--- config.mk ---
export PLATFORM = sky130hd
export DESIGN_NAME = bus_byte_driver_flat
export DESIGN_NICKNAME = d
export VERILOG_FILES = /design/src/rtl/bus_byte_driver_if.sv /design/src/rtl/bus_byte_driver.sv /design/src/flat_wrapper.sv
export SDC_FILE = /design/constraint.sdc
export NUM_CORES = 1
export LEC_CHECK = 0
export ABC_AREA = 1
export CAP_MARGIN = 5
export CELL_PAD_IN_SITES_DETAIL_PLACEMENT = 1
export CELL_PAD_IN_SITES_GLOBAL_PLACEMENT = 2
export CORE_MARGIN = 2
export CORE_UTILIZATION = 37
export DETAILED_ROUTE_END_ITERATION = 12
export PLACE_DENSITY = 0.9
export SLEW_MARGIN = 20
export SYNTH_ARGS = -nofsm -noshare
export SYNTH_HDL_FRONTEND = slang
export SYNTH_SLANG_ARGS = --single-unit
--- constraint.sdc ---
create_clock -name clk -period 7.8 [get_ports clk]
set_input_delay 1.17 -clock clk [delete_from_list [all_inputs] [get_ports clk]]
set_output_delay 1.17 -clock clk [all_outputs]
set_load 0.02 [all_outputs]
--- src/rtl/bus_byte_driver_if.sv ---
// Signal bundle between the byte driver, its local producer, the bus arbiter
// and the 8-bit tri-state bus buffer.
interface bus_byte_driver_if;
  // Handshakes: din is accepted on an edge with wr=1 when full=0, or when a pop
  // frees a slot on that same edge. req stays high from request until the burst
  // ends. Each cycle with gnt=1 in the drive phase transfers one byte.
  // buf_ena=strobe=1 qualifies buf_data for the whole of that cycle.
  logic [7:0] din;
  logic       wr;
  logic       full;
  logic       empty;
  logic       ovf;
  logic       req;
  logic       gnt;
  logic [7:0] buf_data;
  logic       buf_ena;
  logic       strobe;
  logic [1:0] dbg_state;

  modport master (
    input  din, wr, gnt,
    output full, empty, ovf, req, buf_data, buf_ena, strobe, dbg_state
  );

  modport slave (
    output din, wr, gnt,
    input  full, empty, ovf, req, buf_data, buf_ena, strobe, dbg_state
  );
endinterface

--- src/rtl/bus_byte_driver.sv ---
// Queues producer bytes, requests the shared bus, and bursts them onto the
// tri-state buffer. An idle turnaround gap follows every burst.
module bus_byte_driver #(
    parameter int DEPTH      = 4,
    parameter int TURNAROUND = 1
) (
    input logic                clk,
    input logic                rst,
    bus_byte_driver_if.master  bus
);
    localparam int AW = $clog2(DEPTH);
    localparam int CW = AW + 1;

    typedef enum logic [1:0] {IDLE, REQUEST, DRIVE, TURN} state_t;

    state_t          state, state_n;
    logic [7:0]      mem [DEPTH];
    logic [AW-1:0]   wr_ptr, rd_ptr;
    logic [CW-1:0]   count, count_n;
    logic [2:0]      tcnt;
    logic            full, empty, push, pop, ovf;

    assign full    = (count == CW'(DEPTH));
    assign empty   = (count == '0);
    assign pop     = (state == DRIVE) && bus.gnt;
    // A pop on the same edge frees a slot, so a write is accepted even when full.
    assign push    = bus.wr && (!full || pop);
    assign count_n = count + CW'(push) - CW'(pop);

    always_ff @(posedge clk) begin
        if (rst) begin
            wr_ptr <= '0;
            rd_ptr <= '0;
            count  <= '0;
            ovf    <= 1'b0;
        end else begin
            if (push) wr_ptr <= wr_ptr + 1'b1;
            if (pop)  rd_ptr <= rd_ptr + 1'b1;
            count <= count_n;
            if (bus.wr && full && !pop) ovf <= 1'b1;
        end
    end

    always_ff @(posedge clk) begin
        if (push) mem[wr_ptr] <= bus.din;
    end

    always_ff @(posedge clk) begin
        if (rst) state <= IDLE;
        else     state <= state_n;
    end

    always_comb begin
        state_n = state;
        case (state)
            IDLE:    if (count != '0) state_n = REQUEST;
            REQUEST: if (bus.gnt) state_n = DRIVE;
            // Losing the grant mid-burst aborts without popping; the head byte is retried.
            DRIVE:   if (!bus.gnt || count_n == '0) state_n = TURN;
            TURN:    if (tcnt == '0) state_n = IDLE;
            default: state_n = IDLE;
        endcase
    end

    always_ff @(posedge clk) begin
        if (rst) begin
            tcnt <= '0;
        end else if (state != TURN && state_n == TURN) begin
            tcnt <= 3'(TURNAROUND - 1);
        end else if (state == TURN && tcnt != '0) begin
            tcnt <= tcnt - 1'b1;
        end
    end

    assign bus.full      = full;
    assign bus.empty     = empty;
    assign bus.ovf       = ovf;
    assign bus.req       = (state == REQUEST) || (state == DRIVE);
    assign bus.buf_ena   = (state == DRIVE);
    assign bus.strobe    = (state == DRIVE);
    assign bus.buf_data  = (state == DRIVE) ? mem[rd_ptr] : 8'h00;
    assign bus.dbg_state = state;
endmodule

--- src/flat_wrapper.sv ---
// flat-port wrapper written by rule: the top's interface ports become plain ports
module bus_byte_driver_flat 
#(
    parameter int DEPTH      = 4,
    parameter int TURNAROUND = 1
)
  (clk, rst, bus_din, bus_wr, bus_gnt, bus_full, bus_empty, bus_ovf, bus_req, bus_buf_data, bus_buf_ena, bus_strobe, bus_dbg_state);
  bus_byte_driver_if bus_i ();
  input logic clk;
  input logic rst;
  input wire logic [$bits(bus_i.din)-1:0] bus_din;
  input wire logic [$bits(bus_i.wr)-1:0] bus_wr;
  input wire logic [$bits(bus_i.gnt)-1:0] bus_gnt;
  output wire logic [$bits(bus_i.full)-1:0] bus_full;
  output wire logic [$bits(bus_i.empty)-1:0] bus_empty;
  output wire logic [$bits(bus_i.ovf)-1:0] bus_ovf;
  output wire logic [$bits(bus_i.req)-1:0] bus_req;
  output wire logic [$bits(bus_i.buf_data)-1:0] bus_buf_data;
  output wire logic [$bits(bus_i.buf_ena)-1:0] bus_buf_ena;
  output wire logic [$bits(bus_i.strobe)-1:0] bus_strobe;
  output wire logic [$bits(bus_i.dbg_state)-1:0] bus_dbg_state;
  assign bus_i.din = bus_din;
  assign bus_i.wr = bus_wr;
  assign bus_i.gnt = bus_gnt;
  assign bus_full = bus_i.full;
  assign bus_empty = bus_i.empty;
  assign bus_ovf = bus_i.ovf;
  assign bus_req = bus_i.req;
  assign bus_buf_data = bus_i.buf_data;
  assign bus_buf_ena = bus_i.buf_ena;
  assign bus_strobe = bus_i.strobe;
  assign bus_dbg_state = bus_i.dbg_state;
  bus_byte_driver #(.DEPTH(DEPTH), .TURNAROUND(TURNAROUND)) u_core (.clk(clk), .rst(rst), .bus(bus_i));
endmodule
==> results of run 1 <==
[tightest hold or removal path, stage by stage, from the launching register on]
cell     delay, ns
dfxtp_1       0.31
inv_1         0.05
a21oi_1       0.05
[sequential cells by signal, indices dropped and copies added (netlist names), named ones only]
signal	flops
u_core.bus.ovf	1
u_core.wr_ptr	2
u_core.count	3
u_core.mem	32
u_core.tcnt	3
u_core.rd_ptr	2
u_core.bus.dbg_state	2
[layout make-up]
type,instances,area share (%)
Clock buffer,7,3.01
Clock inverter,1,0.197
Inverter,31,4.59
Multi-Input combinational cell,132,28.3
Sequential cell,47,49.7
Tap cell,72,3.55
Timing Repair Buffer,27,10.7
[layer usage]
layer / global-route usage, % / wire [microns] / part of all wire, %
met5: 0 / 0 / 0
met3: 3.28 / 152 / 3.5
met1: 18.5 / 1900 / 44
met4: 5.59 / 68 / 1.6
met2: 25.9 / 2240 / 51
[stage by stage]
| step | power [W] | worst slack (ns) |
|---|---|---|
| floorplan | 0.000509 | 4.94 |
| global placement | 0.000602 | 4.38 |
| detailed placement | 0.000609 | 4.31 |
| CTS | 0.000748 | 4.35 |
| global route | 0.000794 | 4.15 |
| finish | 0.000736 | 4.35 |
[placed cells by master (no fill, tap or decap), drive strengths merged]
| cell type | synthesis | routed |
|---|---|---|
| clkdlybuf4s50 | 0 | 27 |
| nand3 | 4 | 4 |
| dfxtp | 15 | 15 |
| inv | 31 | 31 |
| o21ai | 24 | 24 |
| clkbuf | 0 | 7 |
| nor2 | 52 | 52 |
| a21oi | 13 | 13 |
| nand2 | 22 | 22 |
| xor2 | 2 | 2 |
| clkinv | 0 | 1 |
| ha | 13 | 13 |
| nand3b | 1 | 1 |
| fa | 1 | 1 |
| edfxtp | 32 | 32 |
[worst paths after layout]
path | start | endpoint | slack [ns]
min | u_core.bus.ovf | u_core.bus.ovf | 0.45
min reg2reg | u_core.bus.ovf | u_core.bus.ovf | 0.45
max | flop | bus_buf_data[0] | 4.35
max reg2reg | u_core.bus.dbg_state[0] | u_core.tcnt[0] | 5.06
[power by group through the flow]
stage	sequential (W)	combinational, W	clock [W]
global route	0.000331	0.000310	0.000153
CTS	0.000326	0.000279	0.000142
finish	0.000326	0.000273	0.000137
detailed placement	0.000332	0.000278	0
global placement	0.000331	0.000271	0
floorplan	0.000328	0.000180	0
[cell families after synthesis]
logic type                 count (synthesis)
DFF                                       47
and+or+nand+nor                           79
xor gates and xnor gates                   2
buffers and inverters                     37
AOI/OAI and AO/OA                         37
adders and majority gates                 14
==> summary.txt, run 1 <==
status: completed
vias: 1496
register area: 1260 sq um
clock transition at the registers of the reported paths: 0.08 ns
area growth from synthesis to layout: 19.0%
sequential share of the synthesized area: 59.2%
crit end category: primary output
cell taking the most area after synthesis: edfxtp_1
Reg2Reg Depth: 18
Routed WL: 4370 microns
Post-CTS Setup Bufs: 0
critical path type: flop to primary output
Synth Area in Simple Gates: 15.0%
HP Class: flop to flop
synth cell count leaders: 51 x nor2_1, 32 x edfxtp_1, 29 x inv_1
RD Place Congestion: 0.789
synth unique cells: 19
Ports: 28
Die X-Extent: 79.9 microns
Compound-Gate Fraction of Synth Area: 9.21%
worst path required time: 6.63 ns
Via-to-Cell Ratio: 4.72
Worst Clk Skew: 0.00317 ns
Synth Area in Adders: 8.57%
Max Cap Violations: 0
Final Cell Area: 2540 sq um
post-DP HPWL: 3140 microns
area occupied by multi-input gates: 717 sq um
Ys Warns: 0
Mapped Area: 2130 sq um
post-route ant nets: 0
Reg power frac: 44.3%
worst vdd ir: 0.000156 V
share of cells above drive strength 1: 6.12%
DRT iter0 DRCs: 64
Slew headroom: 45.9%
post-synthesis mux area share: 0%
Power Density: 290 nW/um^2
# DRC: 0
first-pass GRT wire length: 7160 microns
Placed Cells: 309
cell with the most instances after synthesis: nor2_1
WP buf/inv: 2
max-slew violation count: 0
worst skew pair latency: 0.30 ns
Async SR Flop Fraction: 0%
crit path cell chain: inv_2, o21ai_0, a21oi_1, clkdlybuf4s50_1
Seq cells post-synth: 47
RSZ-0062 raised after global routing: false
clock share of power: 18.7%
CP max stage delay: 0.75 ns
Least-Margin Pin Slew: 0.808 ns
port bufs: 27
combinational power share: 37.1%
total congestion overflow: 0
top cells by area, synth: edfxtp_1 45%, dfxtp_1 14%, nor2_1 9.0%
GRT Util Overall: 15.1%
Syn Nets: 242
Top FF cell, synth: edfxtp_1
TritonRoute pass-1 iters: 4
Die Area: 6390 sq um
CTS Buffer Depth: 2
largest net degree at the start of global routing: 18
# diodes: 0
Post-synth EDFFs: 32
CTS tree: yes
Avg Cell Area, Syn: 9.87 sq um
Max H-tree Level: 2
leakage: 0.978 nW
kind of cell adding the most delay to the critical path: buffers and inverters
initial antenna violation count: 0
Die Height: 79.9 microns
Period Utilization, post-route: 44.2%
clock period minus worst slack: 3.45 ns
hold path depth: 2
Setup TNS: 0 ns
Synth Area in XOR/XNOR: 0.822%
CTS Sinks: 47
Critical Path Slowest Stage Cell: dfxtp_1
worst hold slack: 0.454 ns
WL per Instance: 13.8 microns
Worst setup SP type: flop
root buf cell: clkbuf_8
placed inst area: 2450 sq um
Internal: 0.000473 W
Cells after Synth: 216
Switching Share: 35.7%
area share of the largest cell type after synthesis: 45.1%
Psw: 0.000263 W
core area: 5540 sq um
initial core utilization: 38.5%
largest family of logic cells by synthesized area: simple AND/OR/NAND/NOR gates
# rows: 27
final setup fails: 0
cts bufs inserted: 5
crit path max fanout: 17
Util after Layout: 45.8%
Final Hold Viols: 0
Hold-fix buffers, CTS: 0
vias in the first global route: 1502
Layout Cells excl Fill: 317
WP data arrival: 2.28 ns
Fmax achieved: 290 MHz
fillers: 653
CTS resizes: 0
Final Net Count: 270
cell depth of the worst setup path: 4
(Power assumes the default switching activity.)
==> run 2, diff against run 1 <==
--- a/config.mk
+++ b/config.mk
@@ -10,9 +10,9 @@
 export CELL_PAD_IN_SITES_DETAIL_PLACEMENT = 1
 export CELL_PAD_IN_SITES_GLOBAL_PLACEMENT = 2
 export CORE_MARGIN = 2
-export CORE_UTILIZATION = 37
+export CORE_UTILIZATION = 34
 export DETAILED_ROUTE_END_ITERATION = 12
-export PLACE_DENSITY = 0.9
+export PLACE_DENSITY = 0.84
 export SLEW_MARGIN = 20
 export SYNTH_ARGS = -nofsm -noshare
 export SYNTH_HDL_FRONTEND = slang
==> constraint.sdc (replaced) <==
create_clock -name clk -period 3.38 [get_ports clk]
set_input_delay 0.507 -clock clk [delete_from_list [all_inputs] [get_ports clk]]
set_output_delay 0.507 -clock clk [all_outputs]
set_load 0.02 [all_outputs]
==> run 2 against run 1 <==
Effect of this change:
- combinational power up 140%
- routed wire length up 1.1%
- power up 140%
- count of clock-buffer cells in the layout down 2
- critical endpoint is now bus_buf_data[3]
==> summary.txt, run 2 (synthesized netlist as in run 1, its figures left out) <==
Max Cap Violations: 0 (unchanged)
Power Density: 695 nW/um^2 (was 290 nW/um^2)
crit end category: primary output (unchanged)
clock share of power: 22.5% (was 18.7%)
clock transition at the registers of the reported paths: 0.08 ns (about the same)
Max H-tree Level: 2 (unchanged)
Die X-Extent: 83.2 microns (was 79.9 microns)
commonest non-fill, non-tap cell in the layout: nor2_1 (unchanged)
# DRC: 0 (unchanged)
Worst Clk Skew: 0.0118 ns (was 0.00317 ns)
Post-CTS Setup Bufs: 0 (unchanged)
met3 wire length: 152 microns (unchanged)
vias: 1490 (was 1496)
Hold-fix buffers, CTS: 0 (unchanged)
Reg with most FFs: u_core.mem (unchanged)
pre-CTS setup slack: 0.547 ns (was 4.31 ns)
Via-to-Cell Ratio: 4.63 (was 4.72)
HP Class: flop to flop (unchanged)
CTS Buffer Depth: 2 (unchanged)
Setup TNS: 0 ns (unchanged)
Final Cell Area: 2590 sq um (was 2540 sq um)
Switching Share: 34.6% (was 35.7%)
Fmax achieved: 363 MHz
setup ws final: 0.622 ns (was 4.35 ns)
critical path type: flop to primary output (unchanged)
max-slew violation count: 0 (unchanged)
Worst setup SP type: flop (unchanged)
Total Power: 0.00180 W (was 0.000736 W)
worst vdd ir: 0.000396 V (was 0.000156 V)
Period Utilization, post-route: 81.6%
post-route ant nets: 0 (unchanged)
Internal: 0.00118 W (was 0.000473 W)
met1 WL: 1920 microns (was 1900 microns)
max layer used: met4 (unchanged)
kind of cell adding the most delay to the critical path: buffers and inverters (unchanged)
post-DP HPWL: 3180 microns (was 3140 microns)
WL per Instance: 13.7 microns (was 13.8 microns)
Reg power frac: 41.3% (was 44.3%)
share of cells above drive strength 1: 7.69% (was 6.12%)
# rows: 28 (was 27)
total congestion overflow: 0 (unchanged)
Reg2Reg Setup Slack: 0.84 ns (was 5.06 ns)
initial core utilization: 35.6% (was 38.5%)
TritonRoute pass-1 iters: 4 (unchanged)
CP max stage delay: 0.75 ns (about the same)
crit path cell chain: inv_2, o21ai_0, a21oi_1, clkdlybuf4s50_1 (unchanged)
Util after Layout: 43.2% (was 45.8%)
leakage: 1.00 nW (was 0.978 nW)
worst skew pair latency: 0.30 ns (about the same)
commonest non-fill, non-tap cells in the layout: 51 x nor2_1, 32 x edfxtp_1, 29 x inv_1 (unchanged)
WP buf/inv: 2 (unchanged)
RSZ-0062 raised after global routing: false (unchanged)
worst path required time: 2.87 ns (was 6.63 ns)
# diodes: 0 (unchanged)
final setup fails: 0 (unchanged)
crit path max fanout: 17 (unchanged)
Critical Path Slowest Stage Cell: dfxtp_1 (unchanged)
WP data arrival: 2.25 ns (was 2.28 ns)
Die Height: 83.2 microns (was 79.9 microns)
initial antenna violation count: 0 (unchanged)
met2 wire length: 2250 microns (was 2240 microns)
Die Area: 6920 sq um (was 6390 sq um)
core area: 5990 sq um (was 5540 sq um)
Ports: 28 (unchanged)
Final Net Count: 272 (was 270)
Psw: 0.000622 W (was 0.000263 W)
placed inst area: 2470 sq um (was 2450 sq um)
status: completed (unchanged)
combinational power share: 36.2% (was 37.1%)
vias in the first global route: 1589 (was 1502)
first-pass GRT wire length: 7440 microns (was 7160 microns)
Slew headroom: 45.4% (was 45.9%)
DRT iter0 DRCs: 78 (was 64)
CTS Sinks: 47 (unchanged)
cts bufs inserted: 5 (unchanged)
largest registers: u_core.mem x32, u_core.count x3, u_core.tcnt x3 (unchanged)
GRT Util Overall: 13.8% (was 15.1%)
largest net degree at the start of global routing: 18 (unchanged)
area growth from synthesis to layout: 21.3% (was 19.0%)
Largest register FFs: 32 (unchanged)
RD Place Congestion: 0.796 (was 0.789)
Least-Margin Pin Slew: 0.816 ns (was 0.808 ns)
CTS resizes: 0 (unchanged)
clock period minus worst slack: 2.76 ns
Final Hold Viols: 0 (unchanged)
root buf cell: clkbuf_8 (unchanged)
CTS tree: yes (unchanged)
port bufs: 27 (unchanged)
Routed WL: 4410 microns (was 4370 microns)
run 2: cell types whose count changed in the layout (fill, tap and decap cells not counted):
cell	change
buf_4	+2
bufinv_16	+1
clkinv_4	+1
clkbuf_1	-2
run 2: final timing paths:
check                                from              end  cells after the start
setup / recovery                     flop  bus_buf_data[3]                      4
hold / removal             u_core.bus.ovf   u_core.bus.ovf                      2
setup reg to reg  u_core.bus.dbg_state[1]   u_core.tcnt[1]                     17
hold reg to reg            u_core.bus.ovf   u_core.bus.ovf                      2
run 2: layer usage:
layer	vias to the layer above	global-route usage, %
met4	0	5.66
met3	6	3.48
li1	757	-
met5	-	0
met2	28	24.0
met1	699	16.2
run 2: final cells by class:
cell class              count  area (sq um)
repair buffers             29           285
flip-flops and latches     47          1260
well taps                  75          93.8
multi-input cells         132           717
inverters                  31           116
clock buffers               5          68.8
fillers                   680          3400
clock inverters             3          43.8
run 2: power by group through the flow:
stage	combinational (W)	sequential (W)	clock, W
floorplan	0.000416	0.000758	0
global placement	0.000651	0.000753	0
detailed placement	0.000661	0.000755	0
CTS	0.000664	0.000744	0.000415
global route	0.000740	0.000750	0.000445
finish	0.000652	0.000742	0.000404
run 2: worst min-delay path, stage by stage (launching register included):
cell and delay, ns:
dfxtp_1 0.32, inv_1 0.05, a21oi_1 0.05
run 2: through the flow:
stage | hold WS, ns | instances
6_report | 0.466 | 322
5_1_grt | 0.504 | 322
4_1_cts | 0.471 | 322
3_5_place_dp | 0.459 | 314
3_3_place_gp | 0.445 | 314
2_1_floorplan | 0.467 | 216
